File: config.mk
export PLATFORM = sky130hd
export DESIGN_NAME = slime_attack_gen
export DESIGN_NICKNAME = d
export VERILOG_FILES = /design/src/rtl/slime_pkg.sv /design/src/rtl/slime_attack_fsm.sv /design/src/rtl/slime_attack_gen.sv
export SDC_FILE = /design/constraint.sdc
export NUM_CORES = 1
export LEC_CHECK = 0
export ABC_AREA = 1
export BUFFER_PORTS_ARGS = -buffer_cell sky130_fd_sc_hd__buf_4
export CAP_MARGIN = 10
export CORE_ASPECT_RATIO = 0.7
export CORE_UTILIZATION = 55
export CTS_CLUSTER_DIAMETER = 120
export DETAILED_ROUTE_END_ITERATION = 6
export PLACE_DENSITY_LB_ADDON = 0.2
export SLEW_MARGIN = 30
export SYNTH_ARGS = -nofsm -noshare
export SYNTH_HDL_FRONTEND = slang
export SYNTH_SLANG_ARGS = --single-unit
File: constraint.sdc
create_clock -name clk -period 5.05 [get_ports clk]
set_clock_uncertainty 0.05 [all_clocks]
set_input_delay 0 -clock clk [delete_from_list [all_inputs] [get_ports clk]]
set_output_delay 0 -clock clk [all_outputs]
set_load 0.05 [all_outputs]
File: src/rtl/slime_pkg.sv
// Shared types and constants for the slime attack generator.
// Attack-state encodings, health thresholds and the enraged wind-up helper.
package slime_pkg;

   typedef enum logic [1:0] {
      ST_IDLE     = 2'd0,
      ST_WINDUP   = 2'd1,
      ST_STRIKE   = 2'd2,
      ST_COOLDOWN = 2'd3
   } attack_state_t;

   localparam int HEALTH_MAX    = 8;
   localparam int ENRAGE_HEALTH = 3;

   // Enraged wind-up is half the normal one, but never shorter than one tick.
   function automatic int enrage_threshold(input int windup_ticks);
      return ((windup_ticks / 2) < 1) ? 1 : (windup_ticks / 2);
   endfunction

endpackage

File: src/rtl/slime_attack_fsm.sv
// One slime's attack FSM (IDLE -> WINDUP -> STRIKE -> COOLDOWN) with its tick counter.
// Optional SLIME_ENRAGE_EN halves the wind-up threshold while the player is at low health.
module slime_attack_fsm
   import slime_pkg::*;
#(
   parameter int WINDUP_TICKS   = 4,
   parameter int COOLDOWN_TICKS = 16,
   parameter int CNT_W          = 5
) (
   input  logic          clk,
   input  logic          reset,
   input  logic          tick,
   input  logic          contact,
   input  logic [3:0]    player_health,
   output logic          strike,
   output attack_state_t state
);

   localparam logic [CNT_W:0] WINDUP_MAX   = (CNT_W+1)'(WINDUP_TICKS);
   localparam logic [CNT_W:0] ENRAGE_MAX   = (CNT_W+1)'(enrage_threshold(WINDUP_TICKS));
   localparam logic [CNT_W:0] COOLDOWN_MAX = (CNT_W+1)'(COOLDOWN_TICKS);

   attack_state_t    state_reg, state_next;
   logic [CNT_W-1:0] cnt_reg, cnt_next;
   logic             strike_reg;
   logic [CNT_W:0]   cnt_inc;
   logic [CNT_W:0]   threshold;
   logic             player_dead;

   assign player_dead = (player_health == 4'd0);
   assign cnt_inc     = {1'b0, cnt_reg} + 1'b1;

`ifdef SLIME_ENRAGE_EN
   assign threshold = (!player_dead && (player_health <= 4'(ENRAGE_HEALTH))) ? ENRAGE_MAX
                                                                             : WINDUP_MAX;
`else
   assign threshold = WINDUP_MAX;
`endif

   always_comb begin
      state_next = state_reg;
      cnt_next   = cnt_reg;
      if (player_dead) begin
         state_next = ST_IDLE;
         cnt_next   = '0;
      end else begin
         case (state_reg)
            ST_IDLE: begin
               if (contact) begin
                  state_next = ST_WINDUP;
                  cnt_next   = '0;
               end
            end
            ST_WINDUP: begin
               // Losing contact beats a coincident completing tick.
               if (!contact) begin
                  state_next = ST_IDLE;
                  cnt_next   = '0;
               end else if (tick) begin
                  if (cnt_inc >= threshold) begin
                     state_next = ST_STRIKE;
                     cnt_next   = '0;
                  end else begin
                     cnt_next = cnt_inc[CNT_W-1:0];
                  end
               end
            end
            ST_STRIKE: begin
               state_next = ST_COOLDOWN;
               cnt_next   = '0;
            end
            ST_COOLDOWN: begin
               if (tick) begin
                  if (cnt_inc >= COOLDOWN_MAX) begin
                     state_next = ST_IDLE;
                     cnt_next   = '0;
                  end else begin
                     cnt_next = cnt_inc[CNT_W-1:0];
                  end
               end
            end
            default: begin
               state_next = ST_IDLE;
               cnt_next   = '0;
            end
         endcase
      end
   end

   always_ff @(posedge clk) begin
      if (reset) begin
         state_reg  <= ST_IDLE;
         cnt_reg    <= '0;
         strike_reg <= 1'b0;
      end else begin
         state_reg  <= state_next;
         cnt_reg    <= cnt_next;
         strike_reg <= (state_next == ST_STRIKE);
      end
   end

   assign strike = strike_reg;
   assign state  = state_reg;

endmodule

File: src/rtl/slime_attack_gen.sv
// Per-slime damage strobe generator: one attack FSM per slime plus a saturating hit counter.
// Build option: define SLIME_ENRAGE_EN to shorten wind-up while the player is at low health.
module slime_attack_gen
   import slime_pkg::*;
#(
   parameter int N_SLIME        = 2,
   parameter int WINDUP_TICKS   = 4,
   parameter int COOLDOWN_TICKS = 16,
   parameter int CNT_W          = 5
) (
   input  logic                 clk,
   input  logic                 reset,
   input  logic                 tick,
   input  logic [N_SLIME-1:0]   contact,
   input  logic [3:0]           player_health,
   output logic [N_SLIME-1:0]   slim_damage,
   output logic [2*N_SLIME-1:0] attack_state,
   output logic [7:0]           hit_count
);

   localparam int SUM_W = 9 + $clog2(N_SLIME + 1);

   attack_state_t     state_vec [N_SLIME];
   logic [N_SLIME-1:0] strike_vec;
   logic [7:0]        hit_count_reg, hit_count_next;
   logic [SUM_W-1:0]  hit_sum;

   generate
      for (genvar gi = 0; gi < N_SLIME; gi++) begin : g_slime
         slime_attack_fsm #(
            .WINDUP_TICKS  (WINDUP_TICKS),
            .COOLDOWN_TICKS(COOLDOWN_TICKS),
            .CNT_W         (CNT_W)
         ) u_fsm (
            .clk          (clk),
            .reset        (reset),
            .tick         (tick),
            .contact      (contact[gi]),
            .player_health(player_health),
            .strike       (strike_vec[gi]),
            .state        (state_vec[gi])
         );
         assign attack_state[2*gi+1 -: 2] = state_vec[gi];
      end
   endgenerate

   assign slim_damage = strike_vec;

   always_comb begin
      hit_sum = SUM_W'(hit_count_reg);
      for (int i = 0; i < N_SLIME; i++) begin
         hit_sum = hit_sum + SUM_W'(strike_vec[i]);
      end
      hit_count_next = (hit_sum > SUM_W'(255)) ? 8'hFF : hit_sum[7:0];
   end

   always_ff @(posedge clk) begin
      if (reset) begin
         hit_count_reg <= 8'd0;
      end else begin
         hit_count_reg <= hit_count_next;
      end
   end

   assign hit_count = hit_count_reg;

endmodule

; ---- Yosys cells after proc, flatten, opt, wreduce, memory -nomap -nowiden
; Cells that the tools add are included.
[classes]
mux = 31
reduce_logical = 6
order_cmp = 5
eq_ne = 14
add_sub_neg = 4
[op_table]
columns = op, n
row1 = $mux W5, 12
row2 = $pmux W5 S4, 2
row3 = $mux W2, 14
row4 = $pmux W2 S4, 2
row5 = $add A5 B1 Y6 const B, 2
row6 = $eq A2 B2 Y1 const B, 6
row7 = $ge A6 B3 Y1 const B, 2
row8 = $ge A6 B5 Y1 const B, 2
row9 = $add A9 B1 Y10, 1
row10 = $gt A10 B8 Y1 const B, 1
row11 = $add A8 B1 Y9, 1
row12 = $mux W8, 1
row13 = $ne A2 B2 Y1 const B, 4
row14 = $ne A3 B3 Y1 const B, 2
row15 = $reduce_and A3 Y1, 2
row16 = $eq A2 B1 Y1 const B, 2
row17 = $logic_not A2 Y1, 2
row18 = $logic_not A4 Y1, 1
row19 = $reduce_or A2 Y1, 1
[word_totals]
inputBits = 9
regBits = 24
output_inout_bits = 14
elab_cells = 67

; ---- Longest topological paths before layout
; Gate-level depths: netlist (run 1).
[logic_depth]
depth_word = 8
depth_mapped = 11
depth_no_buf = 11

; ---- Modules after synthesis
; A second synthesis (run 1) with hierarchy kept.
[hier_totals]
cells_unflattened = 205
hier_area_um2 = 1376.3
[by_module_without_submodules]
columns = module, area_each_um2, cells_per_inst, instances, seq_area_each_um2
row1 = slime_attack_fsm, 493.0, 77, 2, 160.2
row2 = slime_attack_gen, 390.4, 51, 1, 160.2

; ---- Worst setup path after synthesis (run 1)
; No wires, ideal clock.
[synth_timing]
kind = reg-to-reg
from = reg hit_count_reg[0] (netlist: hit_count[0])
to = reg hit_count_reg[5] (netlist: hit_count[5])
path_stages_with_launch = 8
synth_period_minus_slack_ns = 1.971
setup_slack_ns = 3.079
t_arrival_ns = 1.851
path_buffers = 0
path_cell_list = dfxtp_1 > fa_1 > ha_1 > nand3_1 > nand3b_1 > nor2_1 > nand2_2 > a21oi_1
[synth_between]
elab_chain_cells = 4
[synth_rtl]
columns = element, line
row1 = start: declaration, slime_attack_gen.sv:25  ; logic [7:0] hit_count_reg, hit_count_next;
row2 = start signal: assignment, slime_attack_gen.sv:61  ; hit_count_reg <= hit_count_next;
row3 = $add A8 B1 Y9 *, slime_attack_gen.sv:52  ; hit_sum = hit_sum + SUM_W'(strike_vec[i]);
row4 = $add A9 B1 Y10 *, slime_attack_gen.sv:52
row5 = $gt A10 B8 Y1, slime_attack_gen.sv:54  ; hit_count_next = (hit_sum > SUM_W'(255)) ? 8'hFF : hit_sum[7:0];
row6 = $mux W8 *, slime_attack_gen.sv:54
; Mark *: on every way between the ends. The rest lies on a longest branch, timed or not.
; A chain may end at the register's enable or synchronous reset.

; ---- Worst setup path in the final report (run 1)
[layout_timing]
from = reg hit_count_reg[0] (netlist: hit_count[0])
to = reg hit_count_reg[7] (netlist: hit_count[7])
; Same word-level chain as after synthesis.

==> results of run 1 <==
cell families (layout without fill, tap and decap cells):
group	count (synthesis)	after routing	share of synthesized area
xor gates and xnor gates	6	6	0.0404
buffers and inverters	26	49	0.0818
AOI/OAI and AO/OA	24	24	0.103
adders and majority gates	4	4	0.0443
and+or+nand+nor	100	100	0.361
DFF	24	24	0.370
metrics by stage:
stage | power, mW | hold WS (ns) | util
floorplan | 0.281 | 0.176 | -
global placement | 0.303 | 0.190 | 0.678
detailed placement | 0.306 | 0.200 | 0.678
CTS | 0.389 | 0.0213 | 0.693
global route | 0.408 | 0.0768 | 0.693
finish | 0.383 | 0.0358 | 0.693
repair_timing:
action | 4_1_cts | 5_1_grt
hold buffers | 1 | 0
endpoints found under the hold margin | 10 | 0
gates resized for setup | 0 | 0
path summary, 6_finish.rpt:
path | from | end | slack [ns] | depth (start not counted)
hold reg to reg | g_slime[0].u_fsm.cnt_reg[4]$_SDFFE_PP0P_ | g_slime[0].u_fsm.cnt_reg[4]$_SDFFE_PP0P_ | 0.42 | 2
setup reg to reg | hit_count[0]$_SDFF_PP0_ | hit_count[7]$_SDFF_PP0_ | 3.32 | 7
setup / recovery | hit_count[0]$_SDFF_PP0_ | hit_count[7]$_SDFF_PP0_ | 3.32 | 7
hold / removal | tick | g_slime[0].u_fsm.state[1]$_SDFF_PP0_ | 0.04 | 5
cell type report:
type,instances,area [sq um]
clock buffer,3,22.5
tap,32,40.0
inverter,23,86.3
fill,203,672
multi-input combinational,134,713
sequential,24,480
timing repair buffer,23,175
worst min-delay path, delay by kind of cell:
| family | cells | cell delay [ns] |
|---|---|---|
| buffers and inverters | 2 | 0.17 |
| AND/OR/NAND/NOR | 3 | 0.20 |
metal layers:
metal,share of wire,track usage
met1,0.51,0.306
met2,0.46,0.343
met3,0.025,0.0549
met4,0.0052,0.0419
met5,0,0
report_power, final:
part | switching (mW) | total [mW] | internal (mW) | leakage, nW
Clock | 0.0533 | 0.0812 | 0.0279 | 0.0138
Combinational | 0.0621 | 0.0929 | 0.0308 | 0.485
Sequential | 0.0102 | 0.209 | 0.199 | 0.195
cell usage in the layout (no fill, tap or decap), drive strengths merged, types with 2 or more instances in the layout:
cell | netlist | final
nand4 | 4 | 4
o21ai | 5 | 5
a21oi | 18 | 18
buf | 3 | 22
nand2 | 51 | 51
nand3 | 14 | 14
nand3b | 2 | 2
ha | 3 | 3
dfxtp | 24 | 24
xor2 | 3 | 3
inv | 23 | 23
nor3 | 4 | 4
clkbuf | 0 | 3
xnor2 | 3 | 3
nor2 | 23 | 23
==> impl_metrics.csv, run 1 <==
group,metric,value,unit
timing,fin_crit_sh,0.343,
yosys,synthArstFlopShare,0,
clock_network,root_buffer,"clkbuf_4",
cells_and_area,stdcell_count,239,
clock_network,post_cts_buffers,0,
clock_network,clockBufferDepth,2,
status,outcome,"complete, no violations",
yosys,synth_ff_type,"dfxtp_1",
detailed_routing,wl_per_cell,10.5,um
clock_network,numCtsBuffers,3,
yosys,yosysMostFrequentCell,"nand2_1",
yosys,synth-seq-cells,24,
yosys,yosysSeqAreaShare,0.370,
global_route,gr-total-overflow,0,
yosys,yosys.cell_types.count,26,
yosys,postSynthNetCount,197,
timing,hold_viol,0,
floorplanning,die_x,60.1,um
floorplanning,dieArea,0.00257,sq mm
cells_and_area,largest_register_ff_count,10,
worst_hold_path,hp-class,"in2reg",
worst_setup_path,crit_top_cell,"nor2_1",
cells_and_area,antenna_cells,0,
worst_setup_path,worst_path_largest_cell_delay,0.45,ns
yosys,syn_area_per_cell,7.07,sq um
timing,slew_headroom,0.748,
global_route,track_usage,0.219,
worst_setup_path,cp.arrival,1.90,ns
worst_setup_path,crit_path_start_kind,"flip-flop",
clock_network,cts_tree,"built",
yosys,yosysTopAreaCell,"dfxtp_1",
place,dpl_worst_slack,3.32,ns
timing,period_needed,1.73,ns
timing,fin_ws,3.32,ns
cells_and_area,design_area,0.00152,sq mm
global_route,grt_pass1_vias,998,
detailed_routing,antenna_left,0,
yosys,synthCells,184,
timing,worst_slew_pin_slew,0.378,ns
detailed_routing,num_vias,1190,
detailed_routing,wirelength,2.52,mm
yosys,synth_common_cells,"nand2_1, dfxtp_1, inv_1",
floorplanning,io_pins,23,
worst_setup_path,path_cells,"fa_1 -> ha_1 -> nand3_1 -> nand3b_1 -> nor2_1 -> nor3_1 -> nor2_1",
floorplanning,core_area,0.00219,sq mm
detailed_routing,drt_iter0_markers,51,
place,portBuffers,22,
global_route,grt_pass1_wl,4.19,mm
cells_and_area,layout-drive-gt1-share,0.188,
pwr,power_density,252,mW/mm^2
detailed_routing,first_pass_iters,4,
worst_setup_path,cp_max_fo,3,
detailed_routing,route.detailed.drc,0,
worst_setup_path,endpoint_kind,"flip-flop",
yosys,ys_warn_count,0,
floorplanning,dieHeight,42.7,um
job,cap_violations,0,
clock_network,path_clk_slew,0.12,ns
worst_setup_path,crit_family,"adder cells",
timing,setup-tns-final,0,ns
yosys,synth.top_cell.area_share,0.370,
pwr,p_leak,0.694,nW
place,dp.cells,235,
clock_network,clk_latency,0.31,ns
timing,final_max_slew_viol_count,0,
worst_setup_path,critical_path_class,"reg2reg",
clock_network,htreeDepth,1,
global_route,grt_start_max_net_pins,13,
cells_and_area,finalNetCount,222,
detailed_routing,vias_per_cell,4.98,
yosys,netlist_area,0.00130,sq mm
clock_network,clock_sinks,24,
floorplanning,initial_utilization,0.594,
cells_and_area,area_growth,16.7,%
timing,timing.fmax,0.577,GHz
worst_setup_path,critPathRequiredTime,5.22,ns
place,dp_hpwl,2.09,mm
place,gp_congestion,0.842,
floorplanning,rows,14,
timing,rsz0062_at_grt,"no",
timing,setup_viol,0,
worst_setup_path,slowest_stage,"fa_1",
global_route,antenna_found_initial,0,
place,placed_cell_area,0.00149,sq mm
yosys,synth_edf_count,0,
worst_setup_path,critPathBufInv,0,
yosys,netlist_top_cells_area,"dfxtp_1, nand2_1, inv_1, a21oi_1, nor2_1",
pwr,max-vdd-ir-drop,0.000181,V
No activity file was read; power rests on OpenSTA's default activity.
==> inputs of run 2 (changes only) <==
- CORE_UTILIZATION: 55 -> 49
- clock period: 5.05 -> 1.45 ns (I/O delays scaled with it)
==> impl_metrics.csv, run 2 (same netlist as run 1, synthesis figures left out) <==
group,metric,value,unit
cells_and_area,layout-drive-gt1-share,0.468,
cells_and_area,fin_util,0.753,
place,gp_congestion,0.855,
detailed_routing,route.detailed.drc,0,
pwr,max-vdd-ir-drop,0.000721,V
timing,worst_slew_pin_slew,0.312,ns
timing,setup_viol,9,
cells_and_area,finalNetCount,234,
cells_and_area,final_cell_mix,"nand2_1, buf_4, inv_1",
cells_and_area,antenna_cells,0,
detailed_routing,wl_per_cell,12.8,um
floorplanning,dieHeight,45.1,um
timing,rsz0062_at_grt,"yes",
clock_network,numCtsBuffers,3,
worst_setup_path,reg2reg_slack,-0.17,ns
detailed_routing,wirelength,3.26,mm
place,dpl_worst_slack,-0.157,ns
detailed_routing,first_pass_iters,4,
cells_and_area,largest_register_ff_count,10,
clock_network,path_clk_slew,0.09,ns
clock_network,root_buffer,"clkbuf_8",
floorplanning,io_pins,23,
clock_network,cts_tree,"built",
timing,final_max_slew_viol_count,0,
floorplanning,initial_utilization,0.521,
detailed_routing,drt_iter0_markers,74,
pwr,power,1.58,mW
clock_network,clock_sinks,24,
timing,slew_headroom,0.791,
pwr,power_density,843,mW/mm^2
status,outcome,"finished, violations left",
worst_setup_path,endpoint_kind,"flip-flop",
global_route,grt_pass1_wl,4.86,mm
timing,timing.fmax,0.616,GHz
worst_setup_path,crit_path_start_kind,"flip-flop",
timing,fin_crit_sh,1.12,
worst_hold_path,hp-class,"in2reg",
place,dp.cells,244,
timing,holdWs,0.0878,ns
worst_setup_path,cp_max_fo,6,
place,portBuffers,22,
place,placed_cell_area,0.00157,sq mm
timing,fin_ws,-0.175,ns
floorplanning,core_area,0.00250,sq mm
clock_network,clockBufferDepth,2,
worst_setup_path,cp.arrival,1.77,ns
cells_and_area,multi_input_area,922,sq um
global_route,gr-total-overflow,0,
floorplanning,dieArea,0.00287,sq mm
timing,hold_viol,0,
status,violations,"negative setup slack",
global_route,track_usage,0.224,
clock_network,htreeDepth,1,
timing,period_needed,1.62,ns
worst_setup_path,critical_path_class,"reg2reg",
detailed_routing,num_vias,1315,
worst_setup_path,critPathRequiredTime,1.59,ns
place,dp_hpwl,2.21,mm
clock_network,clk_latency,0.27,ns
cells_and_area,area_growth,44.7,%
global_route,grt_pass1_vias,1136,
global_route,antenna_found_initial,0,
global_route,grt_start_max_net_pins,14,
cells_and_area,seqCellArea,505,sq um
cells_and_area,design_area,0.00188,sq mm
floorplanning,rows,15,
cells_and_area,final_common_cell,"nand2_1",
detailed_routing,vias_per_cell,5.18,
floorplanning,die_x,63.6,um
cells_and_area,fill_cells,178,
pwr,p_leak,0.815,nW
timing,setup-tns-final,-1.16,ns
job,cap_violations,0,
detailed_routing,antenna_left,0,
cells_and_area,stdcell_count,254,
-- run 2: where the power goes --
group	leakage, nW	switching [mW]	total, mW	internal, mW
clock network	0.0288	0.219	0.462	0.243
logic	0.584	0.257	0.391	0.134
registers	0.202	0.0380	0.733	0.695
-- run 2: area by class of cell --
type	instances	area share
sequential	24	0.269
clock buffer	4	0.0293
tap	34	0.0226
multi-input combinational	134	0.490
inverter	23	0.0459
timing repair buffer	35	0.143
-- run 2: timing repair --
| action | CTS | global route |
|---|---|---|
| setup buffers | 2 | 3 |
| setup endpoints to repair | 13 | 20 |
| gates cloned | 0 | 0 |
| hold endpoints to repair | 8 | 0 |
| hold buffers | 1 | 0 |
| pin swaps | 6 | 27 |
| resized for setup | 7 | 49 |
-- run 2: final timing paths --
kind	start	end	depth (start not counted)
worst min-delay path	tick	g_slime[0].u_fsm.strike$_SDFF_PP0_	5
worst min register to register	g_slime[0].u_fsm.cnt_reg[3]$_SDFFE_PP0P_	g_slime[0].u_fsm.cnt_reg[3]$_SDFFE_PP0P_	2
worst max-delay path	hit_count[0]$_SDFF_PP0_	hit_count[2]$_SDFF_PP0_	7
worst max register to register	hit_count[0]$_SDFF_PP0_	hit_count[2]$_SDFF_PP0_	7
-- run 2: critical path, stage by stage (launching register included) --
cell	delay, ns
dfxtp_4	0.36
fa_2	0.22
ha_4	0.14
nand3_2	0.08
nand3b_1	0.24
nor2_4	0.20
nand2_4	0.10
a21oi_1	0.17
-- run 2: metal layers --
metal / track usage / wire [um] / up-vias
met4: 0.0545 / 22 / 0
met1: 0.292 / 1530 / 603
li1: - / - / 667
met3: 0.0530 / 145 / 2
met5: 0 / 0 / -
met2: 0.381 / 1560 / 43
